===== config.mk =====
export PLATFORM = sky130hd
export DESIGN_NAME = multicycle_control_fsm
export DESIGN_NICKNAME = d
export VERILOG_FILES = /design/src/rtl/mc_ctrl_pkg.sv /design/src/rtl/mc_alu_decoder.sv /design/src/rtl/multicycle_control_fsm.sv
export SDC_FILE = /design/constraint.sdc
export NUM_CORES = 1
export LEC_CHECK = 0
export ABC_AREA = 1
export CORE_MARGIN = 1
export CORE_UTILIZATION = 40
export CTS_BUF_LIST = sky130_fd_sc_hd__clkbuf_8
export DETAILED_ROUTE_END_ITERATION = 10
export HOLD_SLACK_MARGIN = 0.15
export PLACE_DENSITY = 0.81
export SLEW_MARGIN = 20
export SYNTH_ARGS = -nofsm -noshare
export SYNTH_HDL_FRONTEND = slang
export SYNTH_SLANG_ARGS = --single-unit
export TNS_END_PERCENT = 100

===== constraint.sdc =====
create_clock -name CLK -period 2 [get_ports CLK]
set_clock_uncertainty 0.1 [all_clocks]
set_input_delay 0.4 -clock CLK [delete_from_list [all_inputs] [get_ports CLK]]
set_output_delay 0.4 -clock CLK [all_outputs]
set_load 0.05 [all_outputs]

===== src/rtl/mc_ctrl_pkg.sv =====
// Shared encodings for the multi-cycle RISC-V controller: states, opcodes,
// ALUOp/ALUControl codes and datapath mux selects.
package mc_ctrl_pkg;

  typedef enum logic [3:0] {
    S_FETCH    = 4'd0,
    S_DECODE   = 4'd1,
    S_MEMADR   = 4'd2,
    S_MEMREAD  = 4'd3,
    S_MEMWB    = 4'd4,
    S_MEMWRITE = 4'd5,
    S_EXECUTER = 4'd6,
    S_EXECUTEI = 4'd7,
    S_ALUWB    = 4'd8,
    S_BEQ      = 4'd9,
    S_JAL      = 4'd10,
    S_TRAP     = 4'd11
  } state_t;

  localparam logic [6:0] OP_LW  = 7'b0000011;
  localparam logic [6:0] OP_SW  = 7'b0100011;
  localparam logic [6:0] OP_R   = 7'b0110011;
  localparam logic [6:0] OP_I   = 7'b0010011;
  localparam logic [6:0] OP_BEQ = 7'b1100011;
  localparam logic [6:0] OP_JAL = 7'b1101111;

  localparam logic [1:0] ALUOP_ADD   = 2'b00;
  localparam logic [1:0] ALUOP_SUB   = 2'b01;
  localparam logic [1:0] ALUOP_FUNCT = 2'b10;

  localparam logic [2:0] ALU_ADD = 3'b000;
  localparam logic [2:0] ALU_SUB = 3'b001;
  localparam logic [2:0] ALU_AND = 3'b010;
  localparam logic [2:0] ALU_OR  = 3'b011;
  localparam logic [2:0] ALU_SLT = 3'b101;

  localparam logic [1:0] RES_ALUOUT    = 2'b00;
  localparam logic [1:0] RES_DATA      = 2'b01;
  localparam logic [1:0] RES_ALURESULT = 2'b10;

  localparam logic [1:0] SRCA_PC    = 2'b00;
  localparam logic [1:0] SRCA_OLDPC = 2'b01;
  localparam logic [1:0] SRCA_RS1   = 2'b10;

  localparam logic [1:0] SRCB_RS2  = 2'b00;
  localparam logic [1:0] SRCB_IMM  = 2'b01;
  localparam logic [1:0] SRCB_FOUR = 2'b10;

  localparam logic [1:0] IMM_I = 2'b00;
  localparam logic [1:0] IMM_S = 2'b01;
  localparam logic [1:0] IMM_B = 2'b10;
  localparam logic [1:0] IMM_J = 2'b11;

  function automatic logic [1:0] imm_src(input logic [6:0] op);
    case (op)
      OP_SW:   imm_src = IMM_S;
      OP_BEQ:  imm_src = IMM_B;
      OP_JAL:  imm_src = IMM_J;
      default: imm_src = IMM_I;
    endcase
  endfunction

endpackage


===== src/rtl/mc_alu_decoder.sv =====
// Combinational ALU decoder: maps ALUOp plus instruction fields to ALUControl.
module mc_alu_decoder
  import mc_ctrl_pkg::*;
#(
  parameter logic [2:0] ALU_DEC_DEFAULT = 3'b000
) (
  input  logic [1:0] alu_op,
  input  logic       op_5,
  input  logic [2:0] funct3,
  input  logic       funct7_5,
  output logic [2:0] alu_control
);

  always_comb begin
    alu_control = ALU_ADD;
    case (alu_op)
      ALUOP_ADD: alu_control = ALU_ADD;
      ALUOP_SUB: alu_control = ALU_SUB;
      ALUOP_FUNCT: begin
        case (funct3)
          // Only R-type (op bit 5 set) with funct7[5] means subtract.
          3'b000:  alu_control = ({op_5, funct7_5} == 2'b11) ? ALU_SUB : ALU_ADD;
          3'b010:  alu_control = ALU_SLT;
          3'b110:  alu_control = ALU_OR;
          3'b111:  alu_control = ALU_AND;
          default: alu_control = ALU_DEC_DEFAULT;
        endcase
      end
      default: alu_control = ALU_ADD;
    endcase
  end

endmodule


===== src/rtl/multicycle_control_fsm.sv =====
// Multi-cycle RISC-V controller FSM with Moore control strobes and MemReady waits.
// Define MC_ILLEGAL_TRAP_EN to trap on unsupported opcodes (sticky IllegalInstr).
module multicycle_control_fsm
  import mc_ctrl_pkg::*;
#(
  parameter logic [3:0] RESET_STATE     = 4'd0,
  parameter logic [2:0] ALU_DEC_DEFAULT = 3'b000
) (
  input  logic       CLK,
  input  logic       RST,
  input  logic [6:0] OP6_0,
  input  logic [2:0] funct3_2_0,
  input  logic       funct7_5,
  input  logic       Zero,
  input  logic       MemReady,
  output logic       PCWrite,
  output logic       AdrSrc,
  output logic       MemWrite,
  output logic       IRWrite,
  output logic [1:0] ResultSrc1_0,
  output logic [1:0] ALUSrcA1_0,
  output logic [1:0] ALUSrcB1_0,
  output logic [1:0] ImmSrc1_0,
  output logic       RegWrite,
  output logic [2:0] ALUControl2_0,
  output logic       IllegalInstr
);

  state_t     state_reg, state_next;
  logic       pc_update, branch, ir_write_raw, reg_write_raw, mem_write_raw;
  logic [1:0] alu_op;

  always_ff @(posedge CLK or negedge RST) begin
    if (!RST) state_reg <= state_t'(RESET_STATE);
    else      state_reg <= state_next;
  end

  always_comb begin
    state_next    = S_FETCH;
    pc_update     = 1'b0;
    branch        = 1'b0;
    ir_write_raw  = 1'b0;
    reg_write_raw = 1'b0;
    mem_write_raw = 1'b0;
    alu_op        = ALUOP_ADD;
    AdrSrc        = 1'b0;
    ResultSrc1_0  = RES_ALUOUT;
    ALUSrcA1_0    = SRCA_PC;
    ALUSrcB1_0    = SRCB_RS2;
    case (state_reg)
      S_FETCH: begin
        ResultSrc1_0 = RES_ALURESULT;
        ALUSrcB1_0   = SRCB_FOUR;
        ir_write_raw = MemReady;
        pc_update    = MemReady;
        state_next   = MemReady ? S_DECODE : S_FETCH;
      end
      S_DECODE: begin
        ALUSrcA1_0 = SRCA_OLDPC;
        ALUSrcB1_0 = SRCB_IMM;
        case (OP6_0)
          OP_LW, OP_SW: state_next = S_MEMADR;
          OP_R:         state_next = S_EXECUTER;
          OP_I:         state_next = S_EXECUTEI;
          OP_BEQ:       state_next = S_BEQ;
          OP_JAL:       state_next = S_JAL;
`ifdef MC_ILLEGAL_TRAP_EN
          default:      state_next = S_TRAP;
`else
          default:      state_next = S_FETCH;
`endif
        endcase
      end
      S_MEMADR: begin
        ALUSrcA1_0 = SRCA_RS1;
        ALUSrcB1_0 = SRCB_IMM;
        state_next = (OP6_0 == OP_LW) ? S_MEMREAD : S_MEMWRITE;
      end
      S_MEMREAD: begin
        AdrSrc     = 1'b1;
        state_next = MemReady ? S_MEMWB : S_MEMREAD;
      end
      S_MEMWB: begin
        ResultSrc1_0  = RES_DATA;
        reg_write_raw = 1'b1;
      end
      S_MEMWRITE: begin
        AdrSrc        = 1'b1;
        mem_write_raw = 1'b1;
        state_next    = MemReady ? S_FETCH : S_MEMWRITE;
      end
      S_EXECUTER: begin
        ALUSrcA1_0 = SRCA_RS1;
        alu_op     = ALUOP_FUNCT;
        state_next = S_ALUWB;
      end
      S_EXECUTEI: begin
        ALUSrcA1_0 = SRCA_RS1;
        ALUSrcB1_0 = SRCB_IMM;
        alu_op     = ALUOP_FUNCT;
        state_next = S_ALUWB;
      end
      S_ALUWB: reg_write_raw = 1'b1;
      S_BEQ: begin
        ALUSrcA1_0 = SRCA_RS1;
        alu_op     = ALUOP_SUB;
        branch     = 1'b1;
      end
      S_JAL: begin
        ALUSrcA1_0 = SRCA_OLDPC;
        ALUSrcB1_0 = SRCB_FOUR;
        pc_update  = 1'b1;
        state_next = S_ALUWB;
      end
`ifdef MC_ILLEGAL_TRAP_EN
      S_TRAP: state_next = S_TRAP;
`endif
      default: state_next = S_FETCH;
    endcase
  end

  // Strobes are gated by reset so nothing writes while RST is low.
  assign PCWrite   = RST & (pc_update | (branch & Zero));
  assign IRWrite   = RST & ir_write_raw;
  assign RegWrite  = RST & reg_write_raw;
  assign MemWrite  = RST & mem_write_raw;
  assign ImmSrc1_0 = imm_src(OP6_0);

  mc_alu_decoder #(
    .ALU_DEC_DEFAULT(ALU_DEC_DEFAULT)
  ) u_alu_decoder (
    .alu_op     (alu_op),
    .op_5       (OP6_0[5]),
    .funct3     (funct3_2_0),
    .funct7_5   (funct7_5),
    .alu_control(ALUControl2_0)
  );

`ifdef MC_ILLEGAL_TRAP_EN
  logic illegal_reg;

  always_ff @(posedge CLK or negedge RST) begin
    if (!RST)                       illegal_reg <= 1'b0;
    else if (state_next == S_TRAP)  illegal_reg <= 1'b1;
  end

  assign IllegalInstr = illegal_reg;
`else
  assign IllegalInstr = 1'b0;
`endif

endmodule


==> results.yml, run 1 <==
status:
  status: "stopped before the end"
  failed_stage: "global routing"
  error_line: "[ERROR DPL-0038] Utilization greater than 100%, impossible to legalize"
placed_design:
  io_buffers: 30
  dpl.hpwl_um: 1660
  place.gp.congestion: 0.830
  dp_cells: 168
  placed_area_um2: 1190
yosys:
  yosysMostFrequentCell: "nand2_1"
  yosys-top-cells-count: "34 x nand2_1, 27 x inv_1, 13 x nor2_1"
  ys_ff_latch: 4
  synth_area_um2: 598
  syn_inst: 114
  synth_warnings: 0
  avgSynthCellArea_um2: 5.25
  synthFlopType: "dfrtp_1"
  synth_largest_area_cell: "nand2_1"
  synth_area_leaders: "nand2_1 21%, inv_1 17%, dfrtp_1 17%, nand3_1 8.4%, nor2_1 8.2%"
  synthArstFlopShare_pct: 100
  synth_edf_count: 0
  synth_top_area_share_pct: 21.3
  ys_types: 18
  syn_nets: 131
  synth-seq-area-share_pct: 16.7
floorplanning:
  std_cell_rows: 13
  dieWidth_um: 40.7
  initial_core_util_pct: 44.3
  ios: 32
  fp.dieH_um: 40.7
cts:
  cts.sinks: 4
  holdBufCountCts: 0
  cts_max_level: 1
  clockBufferDepth: 2
  root_buffer: "clkbuf_8"
  cts_buffers: 3
global_route:
  grt_max_degree: 7
sta:
  postGrtWorstEndpoint: "ALUControl2_0[2]"
  worst-ep-kind: "primary output"
cells by family after synthesis:
logic type	after synthesis	synth area share, %
AO/OA/AOI/OAI	10	8.79
adder cells (fa/ha/maj)	2	4.18
buffers and inverters	30	19.5
flip-flops	4	16.7
other	1	0.627
AND/OR/NAND/NOR	67	50.2
what timing repair did:
item,in CTS
setup endpoints to repair,7
setup buffers,1
resized for setup,19
pin swaps,7
through the flow:
step | hold WS, ps | utilization, % | worst slack [ps]
2_1_floorplan | 4.41 | - | -87.1
3_3_place_gp | 623 | 88.2 | -69.5
3_5_place_dp | 641 | 88.2 | -88.1
4_1_cts | 499 | 94.3 | -8.43
==> run 2, diff against run 1 <==
--- a/config.mk
+++ b/config.mk
@@ -6,12 +6,10 @@
 export NUM_CORES = 1
 export LEC_CHECK = 0
 export ABC_AREA = 1
-export CORE_MARGIN = 1
-export CORE_UTILIZATION = 40
-export CTS_BUF_LIST = sky130_fd_sc_hd__clkbuf_8
+export CORE_AREA = 2 2 63 65
 export DETAILED_ROUTE_END_ITERATION = 10
-export HOLD_SLACK_MARGIN = 0.15
-export PLACE_DENSITY = 0.81
+export DIE_AREA = 0 0 65 67
+export PLACE_DENSITY_LB_ADDON = 0.15
 export SLEW_MARGIN = 20
 export SYNTH_ARGS = -nofsm -noshare
 export SYNTH_HDL_FRONTEND = slang
==> run 2 against run 1 <==
- the flow now finishes, with violations (negative setup slack)
- area after synthesis is the same
- synthesized cell count is the same
==> results.yml, run 2 <==
floorplanning:
  die_area_um2: 4360
  core_area_um2: 3610
  initial_core_util_pct: 16.6
  dieWidth_um: 65
  fp.dieH_um: 67
  std_cell_rows: 22
  ios: 32
cts:
  cts_max_level: 1
  clk_pin_slew_ps: 30
  root_buffer: "clkbuf_8"
  cts.sinks: 4
  holdBufCountCts: 0
  cts_tree: "done"
  cts_buffers: 3
  clock_latency_ps: 210
  clockBufferDepth: 2
worst_setup_path:
  cp_max_fo: 4
  end_kind: "output pin"
  setup.worst_path.start_class: "flip-flop"
  worst-setup-path-type: "reg2out"
  critPathSlowestCell: "dfrtp_2"
  crit_required_ps: 1500
  slowest_delay_ps: 440
  crit_buf_inv: 4
  worstPathCellList: "buf_6 > nor2_4 > inv_2 > nor2_4 > inv_2 > o211ai_1 > clkbuf_16"
  critical-path-top-delay-family: "buffers and inverters"
  cp.arrival_ps: 1530
sta:
  grt_setup_unrepaired: "yes"
  clock.fmax_mhz: 492
  finalWorstSetupSlack_ps: -31.2
  maxSlewViolCount: 0
  final_hold_viol_count: 0
  period_share_pct: 102
  setup_violations: 3
  min_period_ps: 2030
  setup_tns_ps: -66.0
yosys:
  syn_nets: 131
  synth-seq-area-share_pct: 16.7
  synth_top_area_share_pct: 21.3
  yosys-top-cells-count: "34 x nand2_1, 27 x inv_1, 13 x nor2_1"
  ys_ff_latch: 4
  synth_edf_count: 0
  synthArstFlopShare_pct: 100
  ys_types: 18
  synth_warnings: 0
  synthFlopType: "dfrtp_1"
  yosysMostFrequentCell: "nand2_1"
  syn_inst: 114
  synth_largest_area_cell: "nand2_1"
  synth_area_leaders: "nand2_1 21%, inv_1 17%, dfrtp_1 17%, nand3_1 8.4%, nor2_1 8.2%"
  avgSynthCellArea_um2: 5.25
  synth_area_um2: 598
detailed_routing:
  dr.pass1.iters: 4
  drtIter0Drc: 10
  drt-total-wl_um: 2060
  vias_per_cell: 3.87
  drc: 0
  avgRoutedWirePerCell_um: 9.23
  via_count: 862
  ant_nets: 0
pwr:
  p_switching_uw: 183
  internal_power_uw: 342
  sw_frac_of_total_pct: 34.8
  pwr-share-comb_pct: 52.4
  pwr-share-seq_pct: 16.7
  power.density_nw_per_um2: 348
  p_leak_nw: 0.788
  clockPowerShare_pct: 30.9
  vdd_drop_max_uv: 124
global_route:
  grt_pass1_wl_um: 3400
  grt_max_degree: 5
  antenna_found_initial: 0
  grt_pass1_vias: 869
  grt_overflow: 0
  grtUsageTotal_pct: 9.67
status:
  status: "complete, but fails checks"
  violations: "negative setup slack"
cells_and_area:
  fin_nets: 194
  layout_common_cells: "28 x nand2_1, 28 x buf_4, 17 x inv_1"
  syn_to_final_growth_pct: 152
  largest_reg_flops: 4
  diodes: 0
  drive_gt1_share_pct: 50.3
  final_core_util_pct: 41.8
placed_design:
  place.gp.congestion: 0.801
  io_buffers: 30
  dpl.hpwl_um: 1690
job:
  maxCapViolCount: 0
hold_path:
  worst_hold_path_type: "in2async"
==> run 2: cell counts after synthesis <==
No cell type changed its count.
==> run 2: area by class of cell <==
class,count,area (um^2)
Inverter,29,113
Clock buffer,3,41.3
Timing Repair Buffer,59,693
Multi-Input combinational cell,80,500
Fill cell,374,2100
Sequential cell,4,101
Tap cell,48,60.1
==> run 2: worst paths after layout <==
path,start,to,slack [ps],depth (start not counted)
worst max register to register,state_reg[2],state_reg[0],600,9
max in group asynchronous,RST,state_reg[2],1180,2
worst min-delay path,RST,state_reg[3],510,2
min in group CLK,OP6_0[4],state_reg[2],530,5
worst max-delay path,state_reg[2],ALUSrcB1_0[0],-30,7
worst min register to register,state_reg[3],state_reg[3],660,5
==> run 2: worst reg2reg max path: stages (launching register included) <==
cell and delay, ps:
dfrtp_2 440, buf_6 130, nor2_4 150, inv_2 70, nor2_4 120, inv_2 50, buf_4 130, nand2_1 50
nor2_1 40, nand2_1 50
==> run 2: kinds of logic after synthesis <==
kind of cell / after synthesis / synth area share [%]
and+or+nand+nor: 67 / 50.2
DFF: 4 / 16.7
AOI/OAI and AO/OA: 10 / 8.79
other: 1 / 0.627
adders and majority gates: 2 / 4.18
buffers and inverters: 30 / 19.5
==> run 2: layer usage <==
metal,track usage [%],share of wire [%]
met1,10.2,41
met2,20.1,55
met3,1.86,4.7
met4,0.798,0
met5,0,0
==> run 2: stage by stage <==
step,area (um^2),instances,power [mW],hold slack (ps),setup slack (ps)
after floorplan,644,114,0.209,4.41,-87.1
after global placement,1280,207,0.347,641,-84.2
after detailed placement,1280,207,0.350,630,-104
after CTS,1420,219,0.524,510,-43.2
after global routing,1510,223,0.554,531,-143
final,1510,223,0.525,507,-31.2
==> run 2: repair_timing <==
action,in CTS,in global routing
resized for setup,16,23
setup buffers,9,4
pin swaps,8,9
endpoints found under the setup margin,10,13
==> run 2: power by group through the flow <==
stage          Combinational (mW)  Sequential [mW]  Clock (mW)
2_1_floorplan               0.118           0.0912           0
3_3_place_gp                0.259           0.0881           0
3_5_place_dp                0.261           0.0883           0
4_1_cts                     0.269           0.0875       0.168
5_1_grt                     0.294           0.0882       0.173
6_report                    0.275           0.0879       0.162
Note: power is estimated with default switching activity, not from simulation.
